`src/rtl/mem_port_arbiter_if.sv`:
```
// Signal bundle between the IF/MEM pipeline stages, the memory port arbiter and the unified memory.
// master = pipeline stages plus memory, slave = arbiter.
interface mem_port_arbiter_if #(
    parameter int ADDR_W = 32,
    parameter int DATA_W = 32
);
    logic              if_req;
    logic [ADDR_W-1:0] if_addr;
    logic [DATA_W-1:0] if_rdata;
    logic              if_done;
    logic              stall_if;
    logic              d_req;
    logic              d_we;
    logic [ADDR_W-1:0] d_addr;
    logic [DATA_W-1:0] d_wdata;
    logic [DATA_W-1:0] d_rdata;
    logic              d_done;
    logic              stall_mem;
    logic              mem_en;
    logic              mem_we;
    logic [ADDR_W-1:0] mem_addr;
    logic [DATA_W-1:0] mem_wdata;
    logic [DATA_W-1:0] mem_rdata;

    modport master (
        output if_req, if_addr, d_req, d_we, d_addr, d_wdata, mem_rdata,
        input  if_rdata, if_done, stall_if, d_rdata, d_done, stall_mem,
               mem_en, mem_we, mem_addr, mem_wdata
    );

    modport slave (
        input  if_req, if_addr, d_req, d_we, d_addr, d_wdata, mem_rdata,
        output if_rdata, if_done, stall_if, d_rdata, d_done, stall_mem,
               mem_en, mem_we, mem_addr, mem_wdata
    );
endinterface

```
`src/rtl/mem_port_arbiter.sv`:
```
// Single-port memory arbiter for IF (fetch) and MEM (load/store) with fixed-latency sequencing.
// Define ARB_STARVE_GUARD_EN to add the fetch starvation guard; default build is strict data priority.
//
// state  | meaning
// IDLE   | port free, arbitrate between d_req and if_req
// ACCESS | mem_en held for LATENCY cycles, read data captured on the last one
// RESP   | owner's done pulses, no arbitration
module mem_port_arbiter #(
    parameter int ADDR_W     = 32,
    parameter int DATA_W     = 32,
    parameter int LATENCY    = 2,
    parameter int STARVE_MAX = 4
) (
    input logic               clk,
    input logic               reset,
    mem_port_arbiter_if.slave bus
);
    localparam int CNT_W = $clog2(LATENCY + 1);

    if (LATENCY < 1 || STARVE_MAX < 1) begin : g_bad_param
        $error("mem_port_arbiter: LATENCY and STARVE_MAX must be >= 1");
    end

    typedef enum logic [1:0] {
        IDLE   = 2'd0,
        ACCESS = 2'd1,
        RESP   = 2'd2
    } state_t;

    state_t            state, state_nxt;
    logic [CNT_W-1:0]  cnt;
    logic              owner_d;
    logic              grant_d, grant_f, last_beat;
    logic              fetch_turn;

    logic              mem_en_r, mem_we_r;
    logic [ADDR_W-1:0] mem_addr_r;
    logic [DATA_W-1:0] mem_wdata_r;
    logic [DATA_W-1:0] if_rdata_r, d_rdata_r;
    logic              if_done_r, d_done_r;

`ifdef ARB_STARVE_GUARD_EN
    localparam int SC_W = $clog2(STARVE_MAX + 1);
    logic [SC_W-1:0] starve_cnt;

    assign fetch_turn = (starve_cnt == SC_W'(STARVE_MAX));

    // Only touched at arbitration; it can never pass STARVE_MAX because that value forces a fetch grant
    always_ff @(posedge clk or posedge reset) begin
        if (reset) begin
            starve_cnt <= '0;
        end else if (state == IDLE) begin
            if (grant_f || !bus.if_req) begin
                starve_cnt <= '0;
            end else if (grant_d) begin
                starve_cnt <= starve_cnt + 1'b1;
            end
        end
    end
`else
    assign fetch_turn = 1'b0;
`endif

    always_ff @(posedge clk or posedge reset) begin
        if (reset) begin
            state <= IDLE;
        end else begin
            state <= state_nxt;
        end
    end

    always_comb begin
        state_nxt = state;
        case (state)
            IDLE:    if (grant_d || grant_f) state_nxt = ACCESS;
            ACCESS:  if (last_beat) state_nxt = RESP;
            RESP:    state_nxt = IDLE;
            default: state_nxt = IDLE;
        endcase
    end

    always_comb begin
        grant_d   = 1'b0;
        grant_f   = 1'b0;
        last_beat = 1'b0;
        case (state)
            IDLE: begin
                if (bus.d_req && !(bus.if_req && fetch_turn)) begin
                    grant_d = 1'b1;
                end else if (bus.if_req) begin
                    grant_f = 1'b1;
                end
            end
            ACCESS:  last_beat = (cnt == '0);
            default: ;
        endcase
    end

    always_ff @(posedge clk or posedge reset) begin
        if (reset) begin
            cnt         <= '0;
            owner_d     <= 1'b0;
            mem_en_r    <= 1'b0;
            mem_we_r    <= 1'b0;
            mem_addr_r  <= '0;
            mem_wdata_r <= '0;
            if_rdata_r  <= '0;
            d_rdata_r   <= '0;
            if_done_r   <= 1'b0;
            d_done_r    <= 1'b0;
        end else begin
            if_done_r <= 1'b0;
            d_done_r  <= 1'b0;
            if (grant_d || grant_f) begin
                owner_d    <= grant_d;
                mem_en_r   <= 1'b1;
                mem_we_r   <= grant_d & bus.d_we;
                mem_addr_r <= grant_d ? bus.d_addr : bus.if_addr;
                if (grant_d) begin
                    mem_wdata_r <= bus.d_wdata;
                end
                cnt <= CNT_W'(LATENCY - 1);
            end else if (state == ACCESS) begin
                if (last_beat) begin
                    mem_en_r <= 1'b0;
                    mem_we_r <= 1'b0;
                    // mem_we_r still holds the access type here; stores keep d_rdata
                    if (owner_d) begin
                        d_done_r <= 1'b1;
                        if (!mem_we_r) begin
                            d_rdata_r <= bus.mem_rdata;
                        end
                    end else begin
                        if_done_r  <= 1'b1;
                        if_rdata_r <= bus.mem_rdata;
                    end
                end else begin
                    cnt <= cnt - 1'b1;
                end
            end
        end
    end

    assign bus.mem_en    = mem_en_r;
    assign bus.mem_we    = mem_we_r;
    assign bus.mem_addr  = mem_addr_r;
    assign bus.mem_wdata = mem_wdata_r;
    assign bus.if_rdata  = if_rdata_r;
    assign bus.d_rdata   = d_rdata_r;
    assign bus.if_done   = if_done_r;
    assign bus.d_done    = d_done_r;
    assign bus.stall_if  = bus.if_req & ~if_done_r;
    assign bus.stall_mem = bus.d_req & ~d_done_r;
endmodule

```
`src/flat_wrapper.sv`:
```
// flat-port wrapper written by rule: the top's interface ports become plain ports
module mem_port_arbiter_flat 
#(
    parameter int ADDR_W     = 32,
    parameter int DATA_W     = 32,
    parameter int LATENCY    = 2,
    parameter int STARVE_MAX = 4
)
  (clk, reset, bus_if_req, bus_if_addr, bus_d_req, bus_d_we, bus_d_addr, bus_d_wdata, bus_mem_rdata, bus_if_rdata, bus_if_done, bus_stall_if, bus_d_rdata, bus_d_done, bus_stall_mem, bus_mem_en, bus_mem_we, bus_mem_addr, bus_mem_wdata);
  mem_port_arbiter_if #(.ADDR_W(ADDR_W), .DATA_W(DATA_W)) bus_i ();
  input logic clk;
  input logic reset;
  input wire logic [$bits(bus_i.if_req)-1:0] bus_if_req;
  input wire logic [$bits(bus_i.if_addr)-1:0] bus_if_addr;
  input wire logic [$bits(bus_i.d_req)-1:0] bus_d_req;
  input wire logic [$bits(bus_i.d_we)-1:0] bus_d_we;
  input wire logic [$bits(bus_i.d_addr)-1:0] bus_d_addr;
  input wire logic [$bits(bus_i.d_wdata)-1:0] bus_d_wdata;
  input wire logic [$bits(bus_i.mem_rdata)-1:0] bus_mem_rdata;
  output wire logic [$bits(bus_i.if_rdata)-1:0] bus_if_rdata;
  output wire logic [$bits(bus_i.if_done)-1:0] bus_if_done;
  output wire logic [$bits(bus_i.stall_if)-1:0] bus_stall_if;
  output wire logic [$bits(bus_i.d_rdata)-1:0] bus_d_rdata;
  output wire logic [$bits(bus_i.d_done)-1:0] bus_d_done;
  output wire logic [$bits(bus_i.stall_mem)-1:0] bus_stall_mem;
  output wire logic [$bits(bus_i.mem_en)-1:0] bus_mem_en;
  output wire logic [$bits(bus_i.mem_we)-1:0] bus_mem_we;
  output wire logic [$bits(bus_i.mem_addr)-1:0] bus_mem_addr;
  output wire logic [$bits(bus_i.mem_wdata)-1:0] bus_mem_wdata;
  assign bus_i.if_req = bus_if_req;
  assign bus_i.if_addr = bus_if_addr;
  assign bus_i.d_req = bus_d_req;
  assign bus_i.d_we = bus_d_we;
  assign bus_i.d_addr = bus_d_addr;
  assign bus_i.d_wdata = bus_d_wdata;
  assign bus_i.mem_rdata = bus_mem_rdata;
  assign bus_if_rdata = bus_i.if_rdata;
  assign bus_if_done = bus_i.if_done;
  assign bus_stall_if = bus_i.stall_if;
  assign bus_d_rdata = bus_i.d_rdata;
  assign bus_d_done = bus_i.d_done;
  assign bus_stall_mem = bus_i.stall_mem;
  assign bus_mem_en = bus_i.mem_en;
  assign bus_mem_we = bus_i.mem_we;
  assign bus_mem_addr = bus_i.mem_addr;
  assign bus_mem_wdata = bus_i.mem_wdata;
  mem_port_arbiter #(.ADDR_W(ADDR_W), .DATA_W(DATA_W), .LATENCY(LATENCY), .STARVE_MAX(STARVE_MAX)) u_core (.clk(clk), .reset(reset), .bus(bus_i));
endmodule
```
`config.mk`:
```
export PLATFORM = sky130hd
export DESIGN_NAME = mem_port_arbiter_flat
export DESIGN_NICKNAME = d
export VERILOG_FILES = /design/src/rtl/mem_port_arbiter_if.sv /design/src/rtl/mem_port_arbiter.sv /design/src/flat_wrapper.sv
export SDC_FILE = /design/constraint.sdc
export NUM_CORES = 1
export LEC_CHECK = 0
export CAP_MARGIN = 5
export CORE_ASPECT_RATIO = 0.7
export CORE_MARGIN = 1.5
export CORE_UTILIZATION = 35
export DETAILED_ROUTE_END_ITERATION = 10
export PLACE_DENSITY = 0.71
export SLEW_MARGIN = 20
export SYNTH_ARGS = -nofsm -noshare
export SYNTH_HDL_FRONTEND = slang
export SYNTH_SLANG_ARGS = --single-unit
export TNS_END_PERCENT = 100
```
`constraint.sdc`:
```
create_clock -name clk -period 5.5 [get_ports clk]
set_clock_uncertainty 0.1 [all_clocks]
set_input_delay 0.825 -clock clk [delete_from_list [all_inputs] [get_ports clk]]
set_output_delay 0.825 -clock clk [all_outputs]
set_load 0.005 [all_outputs]
```
==> results.yml <==
synthesis:
  yosys_most_used_dff: "sky130_fd_sc_hd__dfrtp_1"
  synth-simple-area-share_pct: 2.770
  synth_area_in_compound_gates_pct: 10.53
  synth_cell_type_count: 30
  synth_edf_count: 0
  synthesis.instances: 369
  sequential_fraction_of_the_synthesis_area_pct: 63.25
  synth_xor_area_share_pct: 0.1616
  netlist_area_mm2: 0.005420
  ys_ff_latch: 137
  synth.yosys.warnings: 0
  asr_flop_ratio_synth_pct: 100.0
  synth.net_count: 503
  syn_avg_cell_area_um2: 14.69
  main_combinational_cell_family_by_area_after_synthesis: "multiplexers"
  synth_fa_ha_area_share_pct: 0.2308
  netlist.area_leader.share_pct: 63.25
  synth_area_leaders: "sky130_fd_sc_hd__dfrtp_1 (63%), sky130_fd_sc_hd__mux2_2 (20%), sky130_fd_sc_hd__o22ai_1 (3.2%)"
  synthDominantAreaCellType: "sky130_fd_sc_hd__dfrtp_1"
  synth_mux_area_share_pct: 19.94
clocking:
  cts_tree: "yes"
  clk-insertion-delay-late_ns: 0.40
  tritoncts.num_buffers: 17
  cts.path.max_buffers: 2
  cts_root_buf: "sky130_fd_sc_hd__clkbuf_16"
  cts.repair.resized: 0
  h-tree-depth: 4
  post-cts-setup-buffers: 0
  path_clk_slew_ns: 0.06
  cts_hold_repair.buffers: 0
  clock_sink_count: 137
power_and_ir_drop:
  ir_worst_vdd_mv: 0.2540
  leakage_uw: 0.003571
  power.density_cell_area_mw_per_mm2: 568.3
timing:
  tns_ns: 0
  finalMaxSlewViolations: 0
  grt_setup_unrepaired: "no"
  final_min_period_over_clock_period_pct: 71.87
  min_period_ns: 3.953
  max-slew-margin-rel_pct: 29.77
  finalHoldViolCount: 0
  max_freq_mhz: 253.0
  max_slew.worst_pin.slew_ns: 1.051
  setup-violations-final: 0
  finalHoldWorstSlack_ns: 0.3835
outcome:
  run_status: "finished, final reports clean"
setup_path:
  critical_path_class: "in -> out"
  timing.critical_path.arrival_ns: 3.03
  setup.worst_path.end: "bus_stall_mem"
  critPathSlowestCell: "sky130_fd_sc_hd__clkdlybuf4s50_1"
  crit_path_cell_trace: "clkdlybuf4s50_1 -> inv_1 -> nor2_1 -> clkdlybuf4s50_1"
  cp-startpoint: "bus_d_req"
  timing.critical_path.mode_cell: "sky130_fd_sc_hd__clkdlybuf4s50_1"
  critical_path_peak_fanout: 23
  slowest_delay_ns: 1.05
  timing.critical_path.from_type: "input pin"
  timing.critical_path.to_type: "output pin"
  rrSetupSlack_ns: 2.93
  path_depth_of_the_worst_reg2reg_path: 4
  regToRegStartpoint: "u_core.state[0]"
  r2r-end: "u_core.bus.mem_we"
  crit_required_ns: 4.58
floorplanning:
  initial_core_util_pct: 36.36
  die_h_um: 107.1
  die_area_mm2: 0.01625
  floorplan.die.width_um: 151.7
  io_pins: 267
  floorplan.rows: 37
  core_area_mm2: 0.01491
placed_design:
  dp.final_hpwl_um: 10500
  io_buffers: 266
  finalWeightedCongestion: 0.7939
drt:
  antenna_violating_nets_post_route: 0
  detailedRoute.firstIterationViolations: 153
  drt_first_pass_iters: 4
  drc_errors: 0
  post_drt_via_cell_ratio: 4.958
  num_vias: 4170
  postRouteWirelength_um: 14800
  drt-wirelength-per-cell_um: 17.60
cells_and_area:
  final_common_cell: "sky130_fd_sc_hd__clkdlybuf4s50_1"
  number_of_diodes_added_for_antenna_fixing: 0
  flow.area_growth_from_synthesis_pct: 61.96
  final_layout_size_suffix_gt1_share_pct: 21.52
  final_cell_mix: "sky130_fd_sc_hd__clkdlybuf4s50_1 (266), sky130_fd_sc_hd__dfrtp_1 (137), sky130_fd_sc_hd__mux2_2 (96)"
  layout.nets: 767
global_routing:
  grt_pass1_wl_um: 22790
  grt_max_degree: 110
  grt.busiest_layer: "met2"
  grtUsageMet3_pct: 6.000
  grt_antenna_before_repair: 0
  grt_use_total_pct: 18.05
  groute.layer.met1.usage_pct: 22.13
  grt_util_met2_pct: 29.41
  via_count_of_the_first_global_routing_pass: 4388
  grt_overflow: 0
worst_hold_path:
  timing.hold.worst.class: "reg -> reg"
  worstHoldStart: "u_core.bus.mem_en"
job:
  timing.max_cap.violations: 0
==> Yosys cell counts, types with 3 or more instances <==
cell	number
sky130_fd_sc_hd__dfrtp_1	137
sky130_fd_sc_hd__mux2_2	96
sky130_fd_sc_hd__o22ai_1	28
sky130_fd_sc_hd__a22oi_1	18
sky130_fd_sc_hd__o2bb2ai_1	17
sky130_fd_sc_hd__a21oi_1	15
sky130_fd_sc_hd__clkbuf_1	8
sky130_fd_sc_hd__buf_4	7
sky130_fd_sc_hd__buf_2	6
sky130_fd_sc_hd__nand2_1	6
sky130_fd_sc_hd__inv_1	5
sky130_fd_sc_hd__buf_6	3
sky130_fd_sc_hd__nor2b_1	3
==> flip-flops by register name, indices dropped and copies added, names as in the netlist, 2 cells and up <==
register,count
u_core.bus.d_rdata,32
u_core.cnt,2
u_core.bus.mem_wdata,32
u_core.state,2
u_core.bus.if_rdata,32
u_core.bus.mem_addr,32
==> area by class of cell <==
class	count	area (um^2)
Clock buffer	19	432.9
Clock inverter	13	120.1
Fill cell	1215	6128
Inverter	5	23.77
Multi-Input combinational cell	202	1837
Sequential cell	137	3428
Tap cell	195	244.0
Timing Repair Buffer	270	2693
==> logic make-up after synthesis <==
logic type | count (synthesis)
buffers and inverters | 30
multiplexers | 96
AND/OR/NAND/NOR | 21
adder cells (fa/ha/maj) | 1
flip-flops | 137
AO/OA/AOI/OAI | 83
XOR/XNOR | 1
==> metrics by stage <==
step	cell area (um^2)	total power, uW	util, %	std cells	worst slack (ns)
after floorplan	5420	2671	-	369	0.9072
after global placement	8223	3892	55.16	809	1.675
after detailed placement	8223	3963	55.16	809	1.598
after CTS	8776	5056	58.87	841	1.597
after global routing	8778	5287	58.89	841	1.355
final	8778	4989	58.89	841	1.547
==> critical path: cells and delay by family <==
family        cells  cell delay [ns]
buf+inv           3             2.00
simple gates      1             0.19
==> how the worst min path moves through the flow <==
stage	endpoint	slack (ns)	cells after the start
after floorplan	u_core.bus.mem_en	0.37	2
after global placement	u_core.bus.mem_en	0.37	2
after detailed placement	u_core.bus.mem_addr[15]	0.37	1
after CTS	u_core.bus.mem_en	0.39	2
after global routing	u_core.bus.mem_addr[26]	0.40	1
final	u_core.bus.mem_en	0.38	2
==> layer usage <==
layer	vias up	wire length (um)	share of wire, %
li1	1898	-	-
met1	2063	6128	41
met2	181	7086	48
met3	28	1304	8.8
met4	0	284	1.9
met5	-	0	0
==> power by group <==
| group | total (uW) | switching, uW | internal, uW |
|---|---|---|---|
| Sequential | 1820 | 299 | 1520 |
| Clock | 1060 | 437 | 626 |
| Combinational | 2110 | 709 | 1400 |
| Total | 4990 | 1450 | 3540 |
No activity file was read; power rests on OpenSTA's default activity.
